**src/rtl/fc_requant_buffer.sv**
```systemverilog
// Requantises FC accumulator lanes to 4-bit activations, buffers them,
// and replays them as the serial input stream of the next layer.
module fc_requant_buffer #(
  parameter int ACC_W  = 44,
  parameter int ACT_W  = 4,
  parameter int DEPTH  = 64,
  parameter int SHIFT0 = 8,
  parameter int SHIFT1 = 8,
  parameter int SHIFT2 = 6,
  parameter int SHIFT3 = 4
) (
  input  logic             clk,
  input  logic             rst_fsm,
  input  logic [1:0]       layer_fc,
  input  logic             acc_valid,
  input  logic [ACC_W-1:0] o_data1,
  input  logic [ACC_W-1:0] o_data2,
  input  logic [ACC_W-1:0] o_data3,
  input  logic [ACC_W-1:0] o_data4,
  output logic             acc_ready,
  input  logic             rd_start,
  output logic [ACT_W-1:0] i_data,
  output logic             data_valid,
  output logic             layer_done,
  output logic [6:0]       count,
  output logic             ovf_err
);

  localparam logic [1:0] IDLE  = 2'd0;
  localparam logic [1:0] QUANT = 2'd1;
  localparam logic [1:0] READ  = 2'd2;

  localparam int PTR_W = $clog2(DEPTH);
  localparam int SH_W  = $clog2(ACC_W + 1);
  localparam logic [6:0] FILL_MAX = 7'(DEPTH - 4);

  logic [1:0]       state;
  logic [ACC_W-1:0] lane_q [4];
  logic [SH_W-1:0]  sh_q;
  logic [SH_W-1:0]  sh_sel;
  logic [1:0]       lane_idx;
  logic [PTR_W-1:0] wr_ptr;
  logic [6:0]       rd_ptr;
  logic [ACT_W-1:0] mem [DEPTH];

  logic [ACC_W-1:0] v;
  logic [ACC_W:0]   rnd;
  logic [ACC_W:0]   sum;
  logic [ACC_W:0]   shr;
  logic [ACT_W-1:0] q;
  logic             take_acc;

  assign acc_ready = (state == IDLE) && (count <= FILL_MAX);
  assign take_acc  = acc_valid && acc_ready;

  always_comb begin
    sh_sel = '0;
    unique case (layer_fc)
      2'd0: sh_sel = SH_W'(SHIFT0);
      2'd1: sh_sel = SH_W'(SHIFT1);
      2'd2: sh_sel = SH_W'(SHIFT2);
      2'd3: sh_sel = SH_W'(SHIFT3);
      default: sh_sel = '0;
    endcase
  end

  // One extra bit keeps the rounding add from wrapping near +max
  always_comb begin
    v   = lane_q[lane_idx];
    rnd = (ACC_W+1)'(1) << (sh_q - SH_W'(1));
    sum = {1'b0, v} + rnd;
    shr = sum >> sh_q;
    q   = '0;
    if (v[ACC_W-1])
      q = '0;
    else if (|shr[ACC_W:ACT_W])
      q = '1;
    else
      q = shr[ACT_W-1:0];
  end

  always_ff @(posedge clk) begin
    if (!rst_fsm && take_acc) begin
      lane_q[0] <= o_data1;
      lane_q[1] <= o_data2;
      lane_q[2] <= o_data3;
      lane_q[3] <= o_data4;
    end
  end

  always_ff @(posedge clk) begin
    if (!rst_fsm && state == QUANT)
      mem[wr_ptr] <= q;
  end

  always_ff @(posedge clk) begin
    if (rst_fsm) begin
      state      <= IDLE;
      sh_q       <= '0;
      lane_idx   <= '0;
      wr_ptr     <= '0;
      rd_ptr     <= '0;
      count      <= '0;
      i_data     <= '0;
      data_valid <= 1'b0;
      layer_done <= 1'b0;
      ovf_err    <= 1'b0;
    end else begin
      data_valid <= 1'b0;
      layer_done <= 1'b0;
      if (acc_valid && !acc_ready)
        ovf_err <= 1'b1;
      case (state)
        IDLE: begin
          if (take_acc) begin
            sh_q     <= sh_sel;
            lane_idx <= '0;
            state    <= QUANT;
          end else if (rd_start && count != 7'd0) begin
            data_valid <= 1'b1;
            i_data     <= mem[rd_ptr[PTR_W-1:0]];
            rd_ptr     <= rd_ptr + 7'd1;
            state      <= READ;
          end
        end
        QUANT: begin
          wr_ptr   <= wr_ptr + PTR_W'(1);
          count    <= count + 7'd1;
          lane_idx <= lane_idx + 2'd1;
          if (lane_idx == 2'd3)
            state <= IDLE;
        end
        READ: begin
          if (rd_ptr < count) begin
            data_valid <= 1'b1;
            i_data     <= mem[rd_ptr[PTR_W-1:0]];
            rd_ptr     <= rd_ptr + 7'd1;
          end else begin
            layer_done <= 1'b1;
            wr_ptr     <= '0;
            rd_ptr     <= '0;
            count      <= '0;
            state      <= IDLE;
          end
        end
        default: state <= IDLE;
      endcase
    end
  end

endmodule

```
**config.mk**
```make
export PLATFORM = sky130hd
export DESIGN_NAME = fc_requant_buffer
export DESIGN_NICKNAME = d
export VERILOG_FILES = /design/src/rtl/fc_requant_buffer.sv
export SDC_FILE = /design/constraint.sdc
export NUM_CORES = 1
export LEC_CHECK = 0
export ABC_AREA = 0
export ABC_CLOCK_PERIOD_IN_PS = 14900
export BUFFER_PORTS_ARGS = -buffer_cell sky130_fd_sc_hd__buf_2
export CAP_MARGIN = 20
export CORE_MARGIN = 8
export CORE_UTILIZATION = 26
export DETAILED_ROUTE_END_ITERATION = 16
export MAX_ROUTING_LAYER = met4
export PLACE_DENSITY_LB_ADDON = 0.25
export SLEW_MARGIN = 20
export SYNTH_ARGS = -nofsm -noshare
export SYNTH_HDL_FRONTEND = slang
export SYNTH_SLANG_ARGS = --single-unit
```
**constraint.sdc**
```tcl
create_clock -name clk -period 14.9 [get_ports clk]
set_clock_uncertainty 0.05 [all_clocks]
set_input_delay 0.745 -clock clk [delete_from_list [all_inputs] [get_ports clk]]
set_output_delay 0.745 -clock clk [all_outputs]
set_load 0.01 [all_outputs]
```
==> run metrics <==
I/O pin cnt=approximately 200; Top delay family on crit path=simple AND/OR/NAND/NOR gates; cell-internal power=about 0.0024 W; Final min period=6.37 ns; Post-CTS Setup Repair Bufs=0; crit path cell chain=inv_1 -> nand2_1 -> nor3_1 -> ha_1 -> nand2_1 -> o22a_1 -> or4_1 -> o211ai_4 -> o21ai_1 -> mux2i_1 -> o21ai_1 -> a2111oi_1 -> o21ai_1 -> nor4bb_1 -> a21oi_4 -> buf_4; cells after synthesis=1406; # setup viols final=0; Total GRT Usage=0.124; CP arrival=6.58 ns; crit path kind=flip-flop to flip-flop; clk buf depth=3; Setup crit end kind=flip-flop; Post-synth EDFFs=between 400 and 500; die height=304 um; Crit Path Max Fanout=64; number of max-cap violations=0; Netlist Area Pre-Place=between 20000 and 25000 um2; sequential power share=0.485; DP Wirelength=around 41000 um; first-pass GRT wire length=between 80000 and 90000 um; Synth top cells by count=edfxtp_1, nor2_1, mux4_2, nand2_1, clkbuf_1; vias in the first global route=13314; average size of a mapped cell=between 15 and 20 um2; WP buf/inv=2; clock root buffer=clkbuf_16; Num CTS Buffers=49; Clock Pin Slew Worst Setup and Hold Paths=roughly 0.07 ns; top_reg_cell synth=edfxtp_1; distinct cell type count after synthesis=87; worst rel slew slack=0.319; detailed-route DRC error count=0; VDD IR max=0.0757 mV; Worst setup SP type=flip-flop; Switch Pwr=0.000804 W; routed via count=approximately 13000; Tcrit/Tclk final=0.428; n_diodes=0; min-delay worst type=input pin to flip-flop; nets=between 1500 and 2000; Yosys reg bits=between 400 and 500; die width=304 um; Pleak=around 8 nW; hold_ws=0.254 ns; sum of negative setup slack=0 ns; FP Rows=between 100 and 150; worst skew pair latency=between 0.6 and 0.7 ns; PortBufs=between 150 and 200; Slew Viols, Final=0; clock sinks=474; Post-CTS Hold Fix Bufs=0; RSZ-0062 raised after global routing=no; PwrDens=124 nW/um2; switching part of the total=0.255; most used cell, CP=o21ai_1; area leader, netlist=edfxtp_1; antenna viol nets, final=0; Post-CTS Resized=0; synth top area cells=edfxtp_1, mux4_2, dfxtp_1, nor2_1, ha_1; Comb power frac=0.126; H-Tree Depth=2; status=finished, final reports clean; most frequent cell after synthesis=edfxtp_1; fraction of layout cells with a size suffix above 1=0.279; warnings from Yosys=0; DRT Pass-1 Iters=5; Async SR Flop Fraction=0; Worst Path Required=around 15 ns; Core ar.=slightly above 80000 um2; fmax=0.157 GHz; slowest CP cell=dfxtp_1; largest net degree at the start of global routing=about 150; area of the die=around 93000 um2; Syn-to-layout area delta=17.6%; Clock Power Share=0.389; antenna violations before repair=1; Worst-Margin Slew=just over 1 ns; sequential fraction of the synthesis area=0.640; initial core utilization=0.263; grt total ovfl=0; final wirelength=about 58000 um; Final Hold Fails=0; wire length per cell=roughly 21 um; DR iter-0 viols=approximately 1300; Synth top area share=0.601; Worst path max stage delay=slightly below 1 ns; CTS tree=done; gpl congestion=between 0.8 and 0.9; Avg Vias per Cell=4.92
-- final cells by class --
class / count / area [um2]
Inverter: 30 / 113
Timing Repair Buffer: 210 / 1100
Clock buffer: 56 / 1250
Sequential cell: 474 / 13800
Multi-Input combinational cell: 832 / 7420
Fill cell: 8052 / 56700
Tap cell: 1070 / 1340
Clock inverter: 34 / 348
-- per-layer routing --
layer | routed length, um | up-vias | GRT usage
li1 | - | 6032 | -
met1 | 26400 | 6754 | 0.167
met2 | 27200 | 446 | 0.194
met3 | 3540 | 72 | 0.0229
met4 | 941 | 0 | 0.0275
met5 | 0 | - | -
-- cells by family after synthesis --
logic type	after synthesis	synth area share
flip-flops	474	0.640
AND/OR/NAND/NOR	385	0.0878
AO/OA/AOI/OAI	217	0.0748
multiplexers	152	0.142
buffers and inverters	105	0.0198
XOR/XNOR	37	0.0150
adder cells (fa/ha/maj)	35	0.0203
other	1	0.000174
-- state kept, by name (all words and copies together), names as in the netlist, 2 cells and up, named ones only --
name and count:
count 7, i_data 4, lane_idx 2, lane_q 176, mem 256, rd_ptr 7, sh_q 3, state 2
wr_ptr 6
-- worst reg2reg max path: stages, from the launching register on --
cell and delay [ns]:
dfxtp_1 0.97, inv_1 0.64, nand2_1 0.35, nor3_1 0.11, ha_1 0.38, nand2_1 0.10, o22a_1 0.24, or4_1 0.61
o211ai_4 0.33, o21ai_1 0.23, mux2i_1 0.29, o21ai_1 0.11, a2111oi_1 0.36, o21ai_1 0.22, nor4bb_1 0.57, a21oi_4 0.10
buf_4 0.33
-- final timing paths --
path	from	endpoint	slack [ns]	depth (start not counted)
worst max register to register	sh_q[1]	mem[4][0]	8.53	16
worst max-delay path	sh_q[1]	mem[4][0]	8.53	16
worst min-delay path	o_data4[8]	lane_q[3][8]	0.25	1
worst min register to register	lane_idx[1]	flip-flop	0.43	2
-- power by group through the flow --
stage | logic [W] | clock network, W | registers, W
2_1_floorplan | 0.000271 | 0 | 0.00155
3_3_place_gp | 0.000395 | 0 | 0.00156
3_5_place_dp | 0.000397 | 0 | 0.00156
4_1_cts | 0.000399 | 0.00127 | 0.00153
5_1_grt | 0.000433 | 0.00132 | 0.00153
6_report | 0.000399 | 0.00123 | 0.00153
-- metrics by stage --
stage	power, W	area (um2)	util	setup slack (ns)	instances
5_1_grt	0.00329	25400	0.309	8.01	2706
2_1_floorplan	0.00183	21600	-	4.79	1411
6_report	0.00316	25400	0.309	8.53	2706
3_3_place_gp	0.00195	23800	0.290	8.55	2616
3_5_place_dp	0.00196	23800	0.290	8.63	2616
4_1_cts	0.00320	25400	0.309	8.60	2706
-- placed cells by master, fill, tap and decap left out, types with 33 or more instances in the layout --
| cell type | instances |
|---|---|
| clkbuf_16 | 49 |
| dfxtp_1 | 38 |
| buf_2 | 196 |
| nand2_1 | 65 |
| nor3_1 | 35 |
| mux4_2 | 123 |
| nor2_1 | 137 |
| a21oi_1 | 39 |
| ha_1 | 35 |
| edfxtp_1 | 432 |
| nand3_1 | 33 |
Power figures use the tool's default switching activity.
